$ cat src/rtl/gerador_semente.sv
// Seed producer for the one-hot generator: free-running 16-bit LFSR, rejection
// sampling of a 4-bit seed in 0..MAX_VAL, then a held seed followed by a one-cycle gerar strobe.
module gerador_semente #(
  parameter logic [15:0] LFSR_INIT = 16'hACE1,
  parameter int unsigned MAX_VAL   = 10,
  parameter int unsigned MAX_TRIES = 8,
  parameter bit          NO_REPEAT = 1'b1
) (
  input  logic       clk,
  input  logic       reset,
  input  logic       pedir,
  input  logic       entropia,
  output logic [3:0] seed,
  output logic       gerar,
  output logic       ocupado
);

  localparam int TW = $clog2(MAX_TRIES) + 1;
  localparam logic [3:0]    MAXV  = 4'(MAX_VAL);
  localparam logic [TW-1:0] TLAST = TW'(MAX_TRIES - 1);

  typedef enum logic [1:0] {OCIOSO, BUSCA, ESTAVEL, PULSO} estado_t;

  estado_t       state_r, state_nx;
  logic [15:0]   lfsr_r;
  logic [TW-1:0] tries_r, tries_nx;
  logic [3:0]    seed_r, seed_nx;
  logic [3:0]    last_r, last_nx;
  logic          last_valid_r, last_valid_nx;
  logic          gerar_r;
  logic          ocupado_r;
  logic [3:0]    cand_s;
  logic          accept_s;
  logic [3:0]    fallback_s;

  // All-zero state would lock the shift register, so it is re-seeded instead.
  function automatic logic [15:0] lfsr_next(input logic [15:0] v, input logic e);
    if (v == 16'h0000) begin
      lfsr_next = 16'hACE1;
    end else begin
      lfsr_next = {v[14:0], v[15] ^ v[13] ^ v[12] ^ v[10] ^ e};
    end
  endfunction

  // Folds an out-of-range candidate into range and steps past the previous seed.
  function automatic logic [3:0] fold_seed(input logic [3:0] c, input logic [3:0] prev,
                                           input logic prev_ok);
    logic [3:0] f;
    if (c > MAXV) begin
      f = c - (MAXV + 4'd1);
    end else begin
      f = c;
    end
    if (NO_REPEAT && prev_ok && (f == prev)) begin
      fold_seed = (f == MAXV) ? 4'd0 : f + 4'd1;
    end else begin
      fold_seed = f;
    end
  endfunction

  // Candidate evaluation for the current BUSCA cycle.
  always_comb begin
    cand_s     = lfsr_r[3:0];
    accept_s   = (cand_s <= MAXV) &&
                 (!NO_REPEAT || !last_valid_r || (cand_s != last_r));
    fallback_s = fold_seed(cand_s, last_r, last_valid_r);
  end

  // Request FSM next-state and seed bookkeeping.
  always_comb begin
    state_nx      = state_r;
    tries_nx      = tries_r;
    seed_nx       = seed_r;
    last_nx       = last_r;
    last_valid_nx = last_valid_r;
    case (state_r)
      OCIOSO: begin
        if (pedir) begin
          state_nx = BUSCA;
          tries_nx = {TW{1'b0}};
        end else begin
          state_nx = OCIOSO;
        end
      end
      BUSCA: begin
        if (accept_s) begin
          seed_nx       = cand_s;
          last_nx       = cand_s;
          last_valid_nx = 1'b1;
          state_nx      = ESTAVEL;
        end else if (tries_r != TLAST) begin
          tries_nx = tries_r + {{(TW-1){1'b0}}, 1'b1};
        end else begin
          seed_nx       = fallback_s;
          last_nx       = fallback_s;
          last_valid_nx = 1'b1;
          state_nx      = ESTAVEL;
        end
      end
      ESTAVEL: state_nx = PULSO;
      PULSO:   state_nx = OCIOSO;
      default: state_nx = OCIOSO;
    endcase
  end

  // State, LFSR and registered outputs; gerar/ocupado are decoded from the next state.
  always_ff @(posedge clk) begin
    if (reset) begin
      lfsr_r       <= LFSR_INIT;
      state_r      <= OCIOSO;
      tries_r      <= {TW{1'b0}};
      seed_r       <= 4'd0;
      last_r       <= 4'd0;
      last_valid_r <= 1'b0;
      gerar_r      <= 1'b0;
      ocupado_r    <= 1'b0;
    end else begin
      lfsr_r       <= lfsr_next(lfsr_r, entropia);
      state_r      <= state_nx;
      tries_r      <= tries_nx;
      seed_r       <= seed_nx;
      last_r       <= last_nx;
      last_valid_r <= last_valid_nx;
      gerar_r      <= (state_nx == PULSO);
      ocupado_r    <= (state_nx != OCIOSO);
    end
  end

  assign seed    = seed_r;
  assign gerar   = gerar_r;
  assign ocupado = ocupado_r;

endmodule
$ cat config.mk
export PLATFORM = sky130hd
export DESIGN_NAME = gerador_semente
export DESIGN_NICKNAME = d
export VERILOG_FILES = /design/src/rtl/gerador_semente.sv
export SDC_FILE = /design/constraint.sdc
export NUM_CORES = 1
export LEC_CHECK = 0
export BUFFER_PORTS_ARGS = -buffer_cell sky130_fd_sc_hd__buf_2
export CAP_MARGIN = 40
export CELL_PAD_IN_SITES_DETAIL_PLACEMENT = 1
export CELL_PAD_IN_SITES_GLOBAL_PLACEMENT = 1
export CORE_MARGIN = 4
export CORE_UTILIZATION = 40
export CTS_CLUSTER_DIAMETER = 50
export DETAILED_ROUTE_END_ITERATION = 8
export GPL_TIMING_DRIVEN = 0
export PLACE_DENSITY = 0.68
export SETUP_SLACK_MARGIN = 0.4
export SLEW_MARGIN = 20
export SYNTH_ARGS = -nofsm -noshare
export SYNTH_HDL_FRONTEND = slang
export SYNTH_SLANG_ARGS = --single-unit
$ cat constraint.sdc
create_clock -name clk -period 3.7 [get_ports clk]
set_clock_uncertainty 0.2 [all_clocks]
set_input_delay 0.185 -clock clk [delete_from_list [all_inputs] [get_ports clk]]
set_output_delay 0.185 -clock clk [all_outputs]
set_load 0.02 [all_outputs]
Word-level counts from Yosys, hierarchy flattened

Index checks and enable logic that the tools add are counted.

$add $sub $neg: 3
$lt $le $gt $ge: 2
Equality and inequality tests: 12
Muxes and demuxes: 15
Bitwise logic cells: 4
Reduce and logical (&&, ||, !) cells: 11

Operators with widths:

| operator                                                        | count |
|---|---|
| 4-bit 2-to-1 mux                                                | 8 |
| 16-bit logical NOT                                              | 1 |
| 4-bit by 1-bit adder with 4-bit output, second input constant   | 2 |
| 2-bit != test, second input constant                            | 4 |
| 2-bit case mux with 4 select lines                              | 1 |
| 4-bit case mux with 2 select lines                              | 1 |
| 2-bit == test, second input constant                            | 3 |
| 4-bit == test                                                   | 1 |
| 4-bit == test, second input constant                            | 1 |
| 4-bit greater-than comparator, second input constant            | 1 |
| 4-bit <= comparator, second input constant                      | 1 |
| 2-bit 2-to-1 mux                                                | 2 |
| 4-bit by 3-bit != test with 1-bit output, second input constant | 1 |
| 4-bit != test                                                   | 1 |
| 4-bit AND reduction                                             | 1 |
| 2-bit nonzero test                                              | 2 |
| 4-bit subtractor, second input constant                         | 1 |
| 1-bit bitwise XOR                                               | 4 |
| 1-bit 2-to-1 mux                                                | 3 |
| 2-bit by 1-bit == test with 1-bit output, second input constant | 1 |
| 1-bit logical AND                                               | 2 |
| 2-bit logical NOT                                               | 1 |
| 2-bit AND reduction                                             | 1 |
| 2-bit OR reduction                                              | 1 |
| other kinds (2)                                                 | 2 |

Bits in registers: 29
Logic and storage cells: 54

Depth between registers and ports, before layout

Gate-level depths: netlist (run 1).

Word-level depth: 7
Gate-level depth with buffers: 8
Gate-level depth less buffers: 8

Worst setup path before layout (run 1)

No wires, ideal clock.

Path kind: reg2reg
Start: register lfsr_r[0]
End: register last_r[1]
Setup time: 127 ps
Arrival time: 2,161 ps
Required time: 3,373 ps
Setup slack: 1,212 ps
Stages on the path, launching flop included: 9
Clock period less this slack: 2,488 ps
Cells stage by stage: dfxtp_1 > inv_1 > ha_1 > and2b_2 > a21oi_2 > mux2_4 > nor4_4 > a211oi_1 > or3_1

Cells in the longest elaborated chain, start to end: 7
Elaborated cells on any way between the ends: 17

Ends and longest elaborated chain:

| item                                                                     | RTL line | RTL |
|---|---|---|
| start, declared                                                          | 25       | `logic [15:0] lfsr_r;` |
| start signal, assigned                                                   | 118      | `lfsr_r <= lfsr_next(lfsr_r, entropia);` |
| 4-bit subtractor / 4-bit greater-than comparator (equally long branches) | 50, 49   |  |
| 4-bit 2-to-1 mux                                                         | 49       | `if (c > MAXV) begin` |
| 4-bit by 1-bit adder with 4-bit output, or another cell as far along     | 55       | `fold_seed = (f == MAXV) ? 4'd0 : f + 4'd1;` |
| 4-bit 2-to-1 mux / 1-bit logical AND (equally long branches)             | 55, 54   |  |
| 4-bit 2-to-1 mux                                                         | 54       | `if (NO_REPEAT && prev_ok && (f == prev)) begin` |
| 4-bit 2-to-1 mux                                                         | 91       | `end else if (tries_r != TLAST) begin` |
| 4-bit 2-to-1 mux                                                         | 86       | `if (accept_s) begin` |
| end signal, assigned                                                     | 122      | `last_r <= last_nx;` |
| end, declared                                                            | 28       | `logic [3:0] last_r, last_nx;` |

Parallel ways exist; a longest one is shown, timed or not. The select of a mux whose other input is x is not followed.
A chain may end at the register's enable or synchronous reset.

Worst setup path after layout (run 1)

Start: register lfsr_r[0]
End: register last_r[0]

Same word-level chain as after synthesis.

==> results.sh, run 1 <==
export IMPL_clk_pin_slew_worst_paths_ns=0.07
export IMPL_cts_sinks=29
export IMPL_drc=0
export IMPL_ys_types=46
export IMPL_grt_max_degree=11
export IMPL_grt_first_pass_wirelength_mm=5.72
export IMPL_hp_start="pedir"
export IMPL_async_flop_share_pct=0
export IMPL_min_path_cells=3
export IMPL_io_pins=10
export IMPL_crit_arrival_ns=2.76
export IMPL_fin_ws_ns=0.955
export IMPL_synth_nets=177
export IMPL_wl_met1_mm=1.58
export IMPL_worstRegToRegCells=8
export IMPL_fin_crit_sh_pct=74.2
export IMPL_area_delta_synth_final_pct=14.3
export IMPL_die_h_um=70.2
export IMPL_cts_tree="built"
export IMPL_syn_cell_area_um2=1550
export IMPL_wl_met2_mm=1.60
export IMPL_synth_common_cells="dfxtp_1, nand2b_1, nand2_1"
export IMPL_fin_cells=233
export IMPL_grt_pass1_vias=1218
export IMPL_die_width_um=70.2
export IMPL_rsz0062_at_grt="no"
export IMPL_synth_edf_count=0
export IMPL_vias_per_cell=5.32
export IMPL_drt_iter0_drc=54
export IMPL_finalMaxSlewViolations=0
export IMPL_topRoutingLayerUsed="met4"
export IMPL_final_layout_size_suffix_gt1_share_pct=18.4
export IMPL_ys_dominant_reg_cell="dfxtp_1"
export IMPL_place_hpwl_mm=2.58
export IMPL_overflow=0
export IMPL_die_area_um2=4920
export IMPL_r2r_start="lfsr_r[0]"
export IMPL_postSynthCellCount=169
export IMPL_ys_warnings_count=0
export IMPL_clockBufferDepth=2
export IMPL_maxCapViolCount=0
export IMPL_htree_num_levels=2
export IMPL_wl_met3_um=95
export IMPL_worst_pin_slew_ns=0.489
export IMPL_antenna_found_initial=0
export IMPL_synth_top_cell_area_share_pct=37.6
export IMPL_min_to="state_r[0]"
export IMPL_routed_wl_mm=3.35
export IMPL_power_leakage_nw=0.675
export IMPL_cts_hold_buf=0
export IMPL_antenna_left=0
export IMPL_dp_cells=225
export IMPL_start_util_pct=41.9
export IMPL_core_area_um2=3690
export IMPL_wl_per_cell_um=14.4
export IMPL_nets=192
export IMPL_critPathRequiredTime_ns=3.72
export IMPL_critical_path_class="register to register"
export IMPL_syn_area_per_cell_um2=9.14
export IMPL_synth_most_common_cell="dfxtp_1"
export IMPL_post_cts_setup_buffers=0
export IMPL_worstReg2RegEnd="last_r[0]"
export IMPL_cts_root_buf="clkbuf_8"
export IMPL_clk_latency_ns=0.28
export IMPL_dr_total_vias=1240
export IMPL_synth_area_leaders="dfxtp_1, nand2b_1, xor2_1"
export IMPL_cts_buffers=5
export IMPL_run_status="finished, final reports clean"
export IMPL_ir_worst_vdd_uv=221
export IMPL_ys_ff_latch=29
export IMPL_p_per_area_nw_per_um2=491
export IMPL_cp_end_kind="register"
export IMPL_min_period_ns=2.74
export IMPL_final_area_um2=1770
export IMPL_placedInstanceArea_um2=1650
export IMPL_drtPass1Iterations=4
export IMPL_fp_row_count=22
export IMPL_finalHoldViolCount=0
export IMPL_critical_path_peak_fanout=7
export IMPL_io_buffer_count=8
export IMPL_ys_seq_area_share_pct=37.6
export IMPL_n_antenna_cell=0
export IMPL_track_usage_pct=14.6
export IMPL_cts_resized_gates=0
export IMPL_start_kind="register"
export IMPL_finalSetupViolCount=0
export IMPL_gp_congestion=0.762
export IMPL_fin_tns_setup_ns=0
export IMPL_dpl_worst_slack_ns=0.943
export IMPL_finalPower_mw=0.866
export IMPL_hp_class="input pin to register"
export IMPL_max_freq_ghz=0.364
export IMPL_synth_largest_area_cell="dfxtp_1"
export IMPL_slew_headroom_pct=66.5
export IMPL_r2r_slack_ns=0.96
flip-flops by register name, indices dropped and copies added (netlist names):
signal,count
ocupado,1
last_valid_r,1
state_r,2
gerar,1
lfsr_r,16
tries_r,4
last_r,4
cell families (layout without fill, tap and decap cells):
group	Yosys count	after routing	share of synthesized area [%]
and+or+nand+nor	78	78	30.1
xor gates and xnor gates	14	14	8.42
DFF	29	29	37.6
muxes	4	4	3.89
adders and majority gates	4	4	3.24
AOI/OAI and AO/OA	27	27	13.0
buffers and inverters	13	29	3.72
routing by layer:
metal,track usage [%],vias to the layer above
li1,-,614
met5,0,-
met1,18.3,602
met4,6.38,0
met2,23.5,16
met3,3.60,8
power by group:
group / switching, mW / internal [mW] / leakage (nW)
logic: 0.0942 / 0.0670 / 0.378
clock network: 0.130 / 0.219 / 0.0574
registers: 0.0233 / 0.333 / 0.239
through the flow:
stage	hold slack [ns]	utilization (%)
2_1_floorplan	0.177	-
3_3_place_gp	0.226	44.6
3_5_place_dp	0.226	44.6
4_1_cts	0.0452	47.9
5_1_grt	0.0759	47.9
6_report	0.0467	47.9
cells in the final DEF (no fill, tap or decap), types with 2 or more instances in the layout:
master	Yosys	layout
buf_2	1	9
xnor2_1	5	5
ha_1	4	4
and2_1	3	3
nand2_1	12	12
o21ai_0	5	5
clkbuf_8	0	6
or3_1	2	2
o21ai_2	2	2
nor4b_1	3	3
o32a_1	2	2
nor2b_1	5	5
a21oi_1	6	6
xor2_1	8	8
nand3_1	5	5
inv_1	8	8
o211ai_1	2	2
dfxtp_1	29	29
nand3b_1	2	2
nor3_1	4	4
clkbuf_1	2	2
nor4_1	2	2
nand4_1	3	3
a41oi_1	2	2
a211oi_1	2	2
nor2_1	10	10
and3_1	3	3
nand2b_1	17	17
mux2_2	2	2
worst max path at each step:
stage	from	to	slack (ns)	cells past startpoint
after floorplan	lfsr_r[0]	last_r[1]	1.21	8
after global placement	lfsr_r[0]	last_r[0]	0.95	8
after detailed placement	lfsr_r[0]	last_r[0]	0.94	8
after CTS	lfsr_r[0]	last_r[1]	0.94	8
after global routing	lfsr_r[0]	last_r[3]	0.76	8
final	lfsr_r[0]	last_r[0]	0.96	8
area by class of cell:
type | count | area [um2]
Buffer | 5 | 27.5
Clock buffer | 6 | 82.6
Clock inverter | 2 | 37.5
Fill cell | 443 | 1920
Inverter | 8 | 30.0
Multi-Input combinational cell | 127 | 907
Sequential cell | 29 | 581
Tap cell | 48 | 60.1
Timing Repair Buffer | 8 | 40.0
critical path, stage by stage (launching register included):
cell	delay, ns
dfxtp_1	0.39
inv_1	0.18
ha_1	0.23
and2b_2	0.27
a21oi_2	0.24
mux2_4	0.36
nor4_4	0.30
mux2_2	0.37
o21ai_0	0.13
Power figures use the tool's default switching activity.
==> inputs of run 2 (changes only) <==
==> constraint.sdc (replaced) <==
create_clock -name clk -period 2.68 [get_ports clk]
set_clock_uncertainty 0.2 [all_clocks]
set_input_delay 0.134 -clock clk [delete_from_list [all_inputs] [get_ports clk]]
set_output_delay 0.134 -clock clk [all_outputs]
set_load 0.02 [all_outputs]
==> run 2 against run 1 <==
Compared with the run above: first-iteration DRC count grew 30%; combinational power grew 97%; fmax grew 13%; clock-buffer cell count shrank 1; critical path depth is the same; final cell count grew 7.3%; clock power grew 34%; critical path type unchanged; highest routed layer unchanged.
==> results.sh, run 2 (synthesis results as in run 1) <==
export IMPL_place_hpwl_mm=2.70
export IMPL_finalHoldViolCount=0
export IMPL_largest_register="lfsr_r"
export IMPL_clk_pin_slew_worst_paths_ns=0.08
export IMPL_clockBufferDepth=2
export IMPL_power_leakage_nw=0.760
export IMPL_antenna_found_initial=0
export IMPL_start_kind="register"
export IMPL_final_layout_size_suffix_gt1_share_pct=31.2
export IMPL_critical_path_peak_fanout=4
export IMPL_hp_class="input pin to register"
export IMPL_drt_iter0_drc=70
export IMPL_hp_start="reset"
export IMPL_finalSetupViolCount=0
export IMPL_critPathRequiredTime_ns=2.71
export IMPL_nets=209
export IMPL_drc=0
export IMPL_rsz0062_at_grt="yes"
export IMPL_cts_sinks=29
export IMPL_start_util_pct=41.9
export IMPL_cts_tree="built"
export IMPL_io_buffer_count=8
export IMPL_critical_path_class="register to register"
export IMPL_ir_worst_vdd_uv=373
export IMPL_core_area_um2=3690
export IMPL_cts_buffers=5
export IMPL_routed_wl_mm=4.02
export IMPL_vias_per_cell=5.25
export IMPL_layout_commonest_cell="dfxtp_1"
export IMPL_die_h_um=70.2
export IMPL_clk_latency_ns=0.29
export IMPL_finalMaxSlewViolations=0
export IMPL_dp_cells=225
export IMPL_final_cell_mix="dfxtp_1, nand2b_1, buf_4"
export IMPL_n_antenna_cell=0
export IMPL_track_usage_pct=16.5
export IMPL_io_pins=10
export IMPL_multi_input_area_um2=1020
export IMPL_run_status="finished, final reports clean"
export IMPL_cts_root_buf="clkbuf_8"
export IMPL_min_period_ns=2.44
export IMPL_grt_first_pass_wirelength_mm=6.41
export IMPL_cp_end_kind="register"
export IMPL_die_area_um2=4920
export IMPL_dr_total_vias=1313
export IMPL_fin_crit_sh_pct=91.0
export IMPL_slew_headroom_pct=67.8
export IMPL_worst_pin_slew_ns=0.482
export IMPL_maxCapViolCount=0
export IMPL_fin_cells=250
export IMPL_max_freq_ghz=0.410
export IMPL_fin_tns_setup_ns=0
export IMPL_gp_congestion=0.765
export IMPL_top_regs="lfsr_r: 16 flops, last_r: 4 flops, tries_r: 4 flops"
export IMPL_grt_pass1_vias=1334
export IMPL_fp_row_count=22
export IMPL_r2r_start="lfsr_r[0]"
export IMPL_timing_critical_path_from="lfsr_r[0]"
export IMPL_area_delta_synth_final_pct=30.6
export IMPL_p_per_area_nw_per_um2=634
export IMPL_largest_reg_flops=16
export IMPL_final_seq_area_um2=588
export IMPL_wl_per_cell_um=16.1
export IMPL_antenna_left=0
export IMPL_htree_num_levels=2
export IMPL_grt_max_degree=12
export IMPL_nFillCells=430
export IMPL_crit_arrival_ns=2.47
export IMPL_overflow=0
export IMPL_fin_util_pct=54.7
export IMPL_drtPass1Iterations=4
export IMPL_die_width_um=70.2
-- run 2: metrics by stage --
stage | area [um2] | hold slack (ns) | setup WS, ns | power (mW)
floorplan | 1560 | 0.126 | 0.429 | 0.678
CTS | 1860 | 0.0871 | 0.318 | 1.23
finish | 2020 | 0.0837 | 0.240 | 1.28
global placement | 1660 | 0.226 | 0.160 | 0.721
global route | 2020 | 0.118 | 0.125 | 1.35
detailed placement | 1660 | 0.229 | 0.134 | 0.732
-- run 2: final timing paths --
path | end | slack (ns) | cells past startpoint
max | last_r[0] | 0.24 | 8
min | lfsr_r[8] | 0.08 | 2
max reg2reg | last_r[0] | 0.24 | 8
min reg2reg | lfsr_r[7] | 0.25 | 1
-- run 2: repair_timing --
item,CTS,global route
pin swaps,0,12
setup endpoints to repair,4,5
hold buffers,1,0
setup buffers,5,11
gates resized for setup,9,13
endpoints found under the hold margin,1,0
-- run 2: report_power, final --
part	internal [mW]	switching (mW)	total [mW]	leakage [nW]
Sequential	0.462	0.0321	0.494	0.240
Clock	0.278	0.190	0.468	0.0543
Combinational	0.143	0.174	0.317	0.466
Total	0.883	0.396	1.28	0.760
-- run 2: layer usage --
metal / GRT usage, % / part of all wire, % / vias up
met1: 20.3 / 43 / 632
met5: 0 / 0 / -
met3: 3.02 / 2.6 / 11
met2: 28.1 / 52 / 17
met4: 6.38 / 2.7 / 0
li1: - / - / 653
-- run 2: area by class of cell --
type	count	share of cell area [%]
multi-input cells	127	50.8
flip-flops and latches	29	29.1
repair buffers	25	8.43
clock buffers	5	3.41
well taps	48	2.98
clock inverters	3	2.29
inverters	8	1.61
plain buffers	5	1.36
-- run 2: worst max-delay path, stage by stage, from the launching register on --
cell	delay [ns]
dfxtp_4	0.36
inv_4	0.06
ha_4	0.12
and2b_2	0.24
a21oi_4	0.21
mux2_4	0.35
nor4_4	0.35
mux2_2	0.38
o21ai_1	0.10
